## config.mk

```make
export PLATFORM = sky130hd
export DESIGN_NAME = seg_adder_mc
export DESIGN_NICKNAME = d
export VERILOG_FILES = /design/src/rtl/seg_adder_mc.sv
export SDC_FILE = /design/constraint.sdc
export NUM_CORES = 1
export LEC_CHECK = 0
export CAP_MARGIN = 25
export CORE_ASPECT_RATIO = 0.5
export CORE_MARGIN = 2
export CORE_UTILIZATION = 40
export DETAILED_ROUTE_END_ITERATION = 10
export DONT_BUFFER_PORTS = 1
export PLACE_DENSITY = 0.59
export SLEW_MARGIN = 20
export SYNTH_ARGS = -nofsm -noshare
export SYNTH_HDL_FRONTEND = slang
export SYNTH_SLANG_ARGS = --single-unit
```

## constraint.sdc

```tcl
create_clock -name clk -period 9.3 [get_ports clk]
set_clock_uncertainty 0.2 [all_clocks]
set_input_delay 1.395 -clock clk [delete_from_list [all_inputs] [get_ports clk]]
set_output_delay 1.395 -clock clk [all_outputs]
set_load 0.01 [all_outputs]
```

## src/rtl/seg_adder_mc.sv

```systemverilog
// seg_adder_mc: multi-cycle chunked add/subtract unit with valid/ready handshakes
module seg_adder_mc #(
  parameter int WIDTH = 16,
  parameter int CHUNK = 4
) (
  input  logic             clk,
  input  logic             rst_n,
  input  logic             in_valid,
  output logic             in_ready,
  input  logic [WIDTH-1:0] a,
  input  logic [WIDTH-1:0] b,
  input  logic             cin,
  input  logic             sub,
  output logic             out_valid,
  input  logic             out_ready,
  output logic [WIDTH-1:0] s,
  output logic             co,
  output logic             ovf,
  output logic             busy
);
  localparam int NCHUNK = WIDTH / CHUNK;
  localparam int IW = NCHUNK > 1 ? $clog2(NCHUNK) : 1;
  if (WIDTH % CHUNK != 0) begin : g_bad_chunk
    $error("seg_adder_mc: WIDTH must be a multiple of CHUNK");
  end
  typedef enum logic [1:0] {IDLE, CALC, DONE} state_t;
  state_t state, nxt;
  logic [WIDTH-1:0] a_r, b_r;
  logic carry;
  logic [IW-1:0] idx;
  logic [CHUNK:0] csum;
  logic last;
  assign csum = {1'b0, a_r[int'(idx)*CHUNK +: CHUNK]} + {1'b0, b_r[int'(idx)*CHUNK +: CHUNK]}
              + {{CHUNK{1'b0}}, carry};
  assign last = idx == IW'(NCHUNK - 1);
  always_ff @(posedge clk)
    if (!rst_n) state <= IDLE;
    else state <= nxt;
  always_comb begin
    nxt = state;
    in_ready = state == IDLE;
    out_valid = state == DONE;
    busy = state != IDLE;
    if (state == IDLE && in_valid) nxt = CALC;
    else if (state == CALC && last) nxt = DONE;
    else if (state == DONE && out_ready) nxt = IDLE;
  end
  // subtraction is a + ~b + 1, so b is inverted and the carry forced at accept
  always_ff @(posedge clk)
    if (!rst_n) begin
      idx <= '0;
      s <= '0;
      co <= 1'b0;
      ovf <= 1'b0;
    end else if (state == IDLE && in_valid) begin
      a_r <= a;
      b_r <= sub ? ~b : b;
      carry <= sub | cin;
      idx <= '0;
    end else if (state == CALC) begin
      s[int'(idx)*CHUNK +: CHUNK] <= csum[CHUNK-1:0];
      carry <= csum[CHUNK];
      idx <= last ? '0 : idx + IW'(1);
      if (last) begin
        co <= csum[CHUNK];
        ovf <= (a_r[WIDTH-1] == b_r[WIDTH-1]) && (csum[CHUNK-1] != a_r[WIDTH-1]);
      end
    end
endmodule

```

==> metrics.txt, run 1 <==
Worst Max-Slew Pin Slew=0.894 ns; Crit Path Class=reg2reg; initial antenna violation count=0; metal2 WL=2040 um; CP endpoint kind=flip-flop; layout cells sized above 1=0.122; sequential-to-total area share from yosys stat=0.588; H-Tree Depth=2; gpl congestion=0.748; placed cells=249; PD cells=192 nW/um2; Row Count=20; relative max-transition margin=0.403; Synth top area share=0.407; Final nets=228; top_reg_cell synth=edfxtp_1; period utilization=0.354; vias per std cell=5.35; fmax=303 MHz; drt first pass iters=4; CTS tree=done; Worst path max stage delay=0.91 ns; routed len/inst=16.9 um; commonest cells in the synthesized netlist=edfxtp_1 (33), nor2_1 (25), dfxtp_1 (22); number of global-route vias before repair=1,361; max-slew violation count=0; # port buffers=0; minimum clock period after layout=3.30 ns; Final setup viols=0; crit path cell chain=mux4_2 > fa_1 > fa_1 > a21o_1 > a21oi_1 > a21oi_1; Post-Layout Cell Count=257; Synthesis Warnings=0; cell taking the most area after synthesis=edfxtp_1; total track usage=0.133; hold slack=0.364 ns; # diodes=0; Post-Route WL=4350 um; maxcap violations=0; Netlist cell types=31; Max clock buf depth=2; Synth Net Count=228; critical path arrival=3.13 ns; Post-Route M1 WL=2020 um; Peak VDD IR=0.0842 mV; top-count cell post-synth=edfxtp_1; Async S/R FF share, synth=0; largest net degree at the start of global routing=33; status=complete, no violations; unrepaired setup endpoints after global routing=false; Setup Fix Bufs, Post-CTS=0; Root Buffer=clkbuf_16; core area=5980 um2; top cells by area, synth=edfxtp_1 (41%), dfxtp_1 (18%), mux4_2 (7.4%), xor2_1 (6.1%), ha_1 (4.6%); Die W=114 um; Syn Inst Count=179; DR iter-0 viols=41; slowest CP cell=dfxtp_1; crit-path max FO=16; EDFF count, synth=33; number of buffers created by CTS=5; Remaining Overflow, GRT=0; Worst EP required=9.14 ns; starting density of the core=0.407; Top Layer Used=met4; clk slew on worst S/H paths=0.07 ns; clock sinks=55; Final ANT Viol Nets=0; # hold bufs at CTS=0; die area=6770 um2; Area growth, synth to finish=8.58%; Leak=0.900 nW; post-DP HPWL=3230 um; Final Hold Fails=0; setup_tns=0 ns; crit path launch type=flip-flop; WL met3=269 um; post_cts resized=0; worst hold path type=reg2reg; cell area after synthesis=2430 um2; Die H=59.2 um; Worst-Skew Late Latency=0.29 ns; flops & latches, synth=55; io pins=59; via count=1,374; mean post-synth cell area=13.6 um2; r2r setup slk=6.00 ns; first-pass GRT wire length=6830 um; detailed-route DRC error count=0
==> cell families (layout without fill, tap and decap cells) <==
group / Yosys count / after routing / synth area share
buffers and inverters: 13 / 14 / 0.0236
AO/OA/AOI/OAI: 31 / 31 / 0.0889
AND/OR/NAND/NOR: 44 / 44 / 0.102
XOR/XNOR: 17 / 17 / 0.0611
flip-flops: 55 / 55 / 0.588
adder cells (fa/ha/maj): 11 / 11 / 0.0627
multiplexers: 8 / 8 / 0.0740
==> metrics by stage <==
stage | instance area, um2 | setup WS [ns] | total power (W) | utilization
after floorplan | 2430 | 5.64 | 0.000323 | -
after global placement | 2500 | 6.02 | 0.000333 | 0.418
after detailed placement | 2500 | 5.97 | 0.000334 | 0.418
after CTS | 2640 | 5.96 | 0.000512 | 0.442
after global routing | 2640 | 5.78 | 0.000529 | 0.442
final | 2640 | 6.00 | 0.000508 | 0.442
==> cell usage in the layout, fill, tap and decap left out, drive strengths merged <==
master  instances
nand2           5
inv             6
a21oi           5
nor3            2
nand3b          3
nor2           25
nor4            1
a32oi           4
and2            1
o21bai          1
xor2           17
fa              2
nand3           1
nand2b          1
edfxtp         33
a31oi           1
or3b            1
o21ai           3
buf             1
nor2b           1
clkinv          1
a211oi          2
clkbuf          6
nor4b           3
mux4            8
a21o            2
ha              9
dfxtp          22
a22oi          13
==> power breakdown <==
group           total, W  internal (W)  switching [W]
clock           0.000180      0.000100      0.0000800
combinational  0.0000506     0.0000214      0.0000292
sequential      0.000277      0.000269     0.00000763
==> final timing paths <==
kind / startpoint / endpoint / depth (start not counted)
min reg2reg: state[1] / state[1] / 2
max: idx[0] / carry / 6
max reg2reg: idx[0] / carry / 6
min: state[1] / state[1] / 2
==> worst max-delay path, delay by kind of cell, from the launching register on <==
| family | cells | cell delay, ns |
|---|---|---|
| compound gates | 3 | 0.45 |
| flops | 1 | 0.91 |
| fa+ha+maj | 2 | 0.86 |
| mux | 1 | 0.62 |
==> area by class of cell <==
| cell class | count | area, um2 |
|---|---|---|
| multi-input cells | 111 | 948 |
| well taps | 77 | 96.3 |
| flip-flops and latches | 55 | 1430 |
| inverters | 5 | 18.8 |
| clock buffers | 6 | 129 |
| fillers | 524 | 3340 |
| clock inverters | 2 | 12.5 |
| repair buffers | 1 | 7.51 |
==> sequential cells by signal, summed over array words and instances (netlist names) <==
signal,cells
a_r,16
b_r,16
s,16
idx,2
state,2
carry,1
co,1
ovf,1
==> routing by layer <==
layer | track usage | vias up
met3 | 0.0460 | 2
met4 | 0.0366 | 0
met5 | 0 | -
met1 | 0.171 | 655
met2 | 0.220 | 50
li1 | - | 667
No activity file was read; power rests on OpenSTA's default activity.
==> run 2, diff against run 1 <==
- PLACE_DENSITY: 0.59 -> 0.61
- clock period: 9.3 -> 2.7 ns (I/O delays scaled with it)
==> run 2 against run 1 <==
Register-to-register slack got worse by 5.9 ns. Combinational power rose to 4.4 times the previous value. Utilization rose by 2.9 points. Global-route usage rose by 1.2 points. Clock power rose to 3.5 times the previous value. First-iteration DRC count rose by 17%. Via count rose by 4.2%. Sequential share of layout area fell by 3.2 points. Maximum frequency rose by 28%. Total power rose to 3.5 times the previous value. Non-clock buffer count rose by 16. Sequential cell count did not move. Largest cell class unchanged. Largest power group unchanged.
==> metrics.txt, run 2 (synthesis gave the netlist of run 1 again) <==
Max clock buf depth=2; most common cell after layout, fill and taps aside=edfxtp_1; Post-Route WL=4750 um; multi-input logic area=965 um2; PD cells=637 nW/um2; # port buffers=0; relative max-transition margin=0.528; Root Buffer=clkbuf_16; Hold Path Stages=0; initial antenna violation count=0; via count=1,432; Remaining Overflow, GRT=0; first-pass GRT wire length=7330 um; FILL cells=517; dpl ws=-0.00356 ns; routed len/inst=17.4 um; Final nets=244; final worst slack=0.126 ns; H-Tree Depth=2; CP endpoint kind=flip-flop; drt first pass iters=5; detailed-route DRC error count=0; layout cells sized above 1=0.173; period utilization=0.953; clk slew on worst S/H paths=0.07 ns; slowest CP cell=mux4_2; number of global-route vias before repair=1,457; CTS tree=done; crit-path max FO=6; Worst-Skew Late Latency=0.29 ns; Worst Max-Slew Pin Slew=0.707 ns; core area=5980 um2; commonest cells after routing, fill and taps aside=edfxtp_1 (33), nor2_1 (24), dfxtp_1 (21), xor2_1 (17), a22oi_1 (13); Post-Layout Cell Count=273; crit path launch type=flip-flop; vias per std cell=5.25; worst r2r path cells=7; Worst path max stage delay=0.56 ns; Worst EP required=2.72 ns; die area=6770 um2; crit path cell chain=buf_6 > mux4_2 > ha_1 > a211oi_2 > or3b_4 > a21o_1 > a31oi_1; starting density of the core=0.407; Crit Path Class=reg2reg; gpl congestion=0.758; total track usage=0.146; max-slew violation count=0; Final ANT Viol Nets=0; unrepaired setup endpoints after global routing=false; Final setup viols=0; # diodes=0; Row Count=20; number of buffers created by CTS=5; post-DP HPWL=3470 um; Area growth, synth to finish=15.6%; status=complete, no violations; fmax=388 MHz; critical path arrival=2.59 ns; Die W=114 um; Final Util=0.471; maxcap violations=0; minimum clock period after layout=2.57 ns; io pins=59; clock sinks=55; Setup Fix Bufs, Post-CTS=0; register area=1440 um2; Leak=0.972 nW; top flop regs=a_r: 16 flops, b_r: 16 flops, s: 16 flops; worst hold path type=in2reg; Final Hold Fails=0; Peak VDD IR=0.272 mV; total power=0.00179 W; largest net degree at the start of global routing=24; Die H=59.2 um; placed cells=254; DR iter-0 viols=48
[run 2: power breakdown]
group | internal [W] | switching (W) | leakage [nW]
sequential | 0.000927 | 0.0000190 | 0.484
combinational | 0.000104 | 0.000120 | 0.421
clock | 0.000343 | 0.000279 | 0.0669
[run 2: final cells by class]
type                    instances  area share
inverters                       5     0.00667
clock inverters                 2     0.00444
multi-input cells             111       0.343
flip-flops and latches         55       0.510
well taps                      77      0.0342
repair buffers                 17      0.0564
clock buffers                   6      0.0458
[run 2: timing repair]
action | in CTS | in global routing
hold buffers | 0 | 11
endpoints found under the hold margin | 0 | 11
gates resized for setup | 3 | 4
endpoints found under the setup margin | 8 | 10
[run 2: worst max-delay path: cells and delay by family (launching register included)]
kind	cells	cell delay, ns
compound gates	3	0.43
fa+ha+maj	1	0.32
buf+inv	1	0.15
flops	1	0.39
mux	1	0.56
simple gates	1	0.45
[run 2: path summary, 6_finish.rpt]
kind | end | slack (ns) | startpoint
worst max-delay path | ovf | 0.13 | idx[0]
worst min-delay path | a_r[15] | 0.01 | a[15]
worst min register to register | state[1] | 0.37 | state[1]
worst max register to register | ovf | 0.13 | idx[0]
[run 2: through the flow]
step / instance area, um2 / TNS, ns / hold slack [ns]
floorplan: 2440 / -0.0708 / 0.304
global placement: 2540 / 0 / 0.304
detailed placement: 2540 / -0.00356 / 0.304
CTS: 2690 / 0 / 0.00553
global route: 2820 / 0 / 0.000857
finish: 2820 / 0 / 0.0140
[run 2: routing by layer]
metal | vias to the layer above | GRT usage | part of all wire
li1 | 693 | - | -
met1 | 691 | 0.179 | 0.45
met2 | 41 | 0.244 | 0.47
met3 | 7 | 0.0511 | 0.062
met4 | 0 | 0.0505 | 0.015
met5 | - | 0 | 0
==> run 3, diff against run 2 <==
- CORE_ASPECT_RATIO: 0.5 -> 1.4
==> run 3 against run 2 <==
Cell area did not move. Sequential cell count is the same. Sequential power barely moved. Cell count shrank 1.1%. Worst setup slack lost 0.052 ns. First-iteration DRC count rose by 44%. Routed wire length grew 1.9%. Die area fell by 0.43%. Sequential share of layout area decreased by 0.089 points. Largest power group unchanged.
==> metrics.txt, run 3 (synthesis gave the netlist of run 1 again) <==
status=complete, no violations; total track usage=0.145; Die H=96.3 um; maxcap violations=0; number of global-route vias before repair=1,538; vias per std cell=5.51; Max clock buf depth=2; Peak VDD IR=0.305 mV; Setup Fix Bufs, Post-CTS=0; Post-Route WL=4840 um; routed len/inst=17.9 um; most common cell after layout, fill and taps aside=edfxtp_1; largest net degree at the start of global routing=33; die area=6740 um2; Placed Area=2520 um2; core area=5860 um2; slowest CP cell=mux4_2; crit-path max FO=6; layout cells sized above 1=0.170; clk slew on worst S/H paths=0.10 ns; Final Hold Fails=0; Worst Max-Slew Pin Slew=0.500 ns; Root Buffer=clkbuf_8; Area growth, synth to finish=15.6%; minimum clock period after layout=2.63 ns; Final setup viols=0; number of buffers created by CTS=5; # diodes=0; fmax=381 MHz; Final ANT Viol Nets=0; Crit Path Class=reg2reg; # port buffers=0; placed cells=246; drt first pass iters=4; unrepaired setup endpoints after global routing=true; most used routing layer=met2; max-slew violation count=0; io pins=59; met1 usage=0.154; worst hold path type=in2reg; Worst EP required=2.74 ns; GRT met2 Usage=0.267; Worst path max stage delay=0.56 ns; PD cells=607 nW/um2; initial antenna violation count=0; buffers and inverters on the worst path=1; crit path launch type=flip-flop; relative max-transition margin=0.666; DR iter-0 viols=69; Final nets=248; design area=2820 um2; total power=0.00171 W; Remaining Overflow, GRT=0; Post-Layout Cell Count=270; period utilization=0.973; Leak=0.979 nW; detailed-route DRC error count=0; Worst-Skew Late Latency=0.31 ns; commonest cells after routing, fill and taps aside=edfxtp_1 (33), nor2_1 (24), dfxtp_1 (21), xor2_1 (17), dlygate4sd3_1 (16); CTS tree=done; crit path cell chain=buf_4 > mux4_2 > ha_1 > a211oi_2 > or3b_4 > a21o_1 > a31oi_1; Row Count=33; clock sinks=55; first-pass GRT wire length=7460 um; starting density of the core=0.415; CP top delay family=multiplexers; top flop regs=a_r: 16 flops, b_r: 16 flops, s: 16 flops; CP endpoint kind=flip-flop; met3 Track Usage GR=0.0429; gpl congestion=0.879; H-Tree Depth=2; via count=1,487; critical path arrival=2.66 ns; post-DP HPWL=3590 um; Die W=69.9 um; FILL cells=541
## run 3: layer usage
| layer | up-vias | wire length, um |
|---|---|---|
| met5 | - | 0 |
| met4 | 0 | 87 |
| met3 | 8 | 318 |
| met2 | 63 | 2590 |
| met1 | 717 | 1850 |
| li1 | 699 | - |
## run 3: stage by stage
| step | TNS (ns) | utilization | hold WS [ns] | worst slack [ns] |
|---|---|---|---|---|
| 6_report | 0 | 0.480 | 0.0302 | 0.0739 |
| 5_1_grt | -0.0281 | 0.480 | 0.0187 | -0.0113 |
| 4_1_cts | 0 | 0.477 | 0.0238 | 0.0197 |
| 3_5_place_dp | 0 | 0.431 | 0.304 | 0.0330 |
| 3_3_place_gp | 0 | 0.431 | 0.304 | 0.0570 |
| 2_1_floorplan | -0.0708 | - | 0.304 | -0.0708 |
## run 3: timing repair
item | CTS | global route
endpoints found under the setup margin | 0 | 10
hold endpoints to repair | 16 | 0
hold buffers | 16 | 0
gates resized for setup | 0 | 5
## run 3: final timing paths
| path | slack, ns | depth (start not counted) | to | startpoint |
|---|---|---|---|---|
| worst max-delay path | 0.07 | 7 | ovf | idx[0] |
| worst min-delay path | 0.03 | 2 | ovf | rst_n |
| worst max register to register | 0.07 | 7 | ovf | idx[0] |
| worst min register to register | 0.37 | 2 | state[1] | state[1] |
## run 3: layout make-up
type	count	area, um2	share of cell area
multi-input combinational	111	966	0.343
clock inverter	3	43.8	0.0156
tap	70	87.6	0.0311
clock buffer	5	68.8	0.0244
timing repair buffer	21	198	0.0702
inverter	5	18.8	0.00667
sequential	55	1430	0.509
## run 3: power breakdown
part	internal [W]	switching, W	total (W)
Clock	0.000276	0.000270	0.000547
Combinational	0.000101	0.000115	0.000216
Sequential	0.000927	0.0000182	0.000946
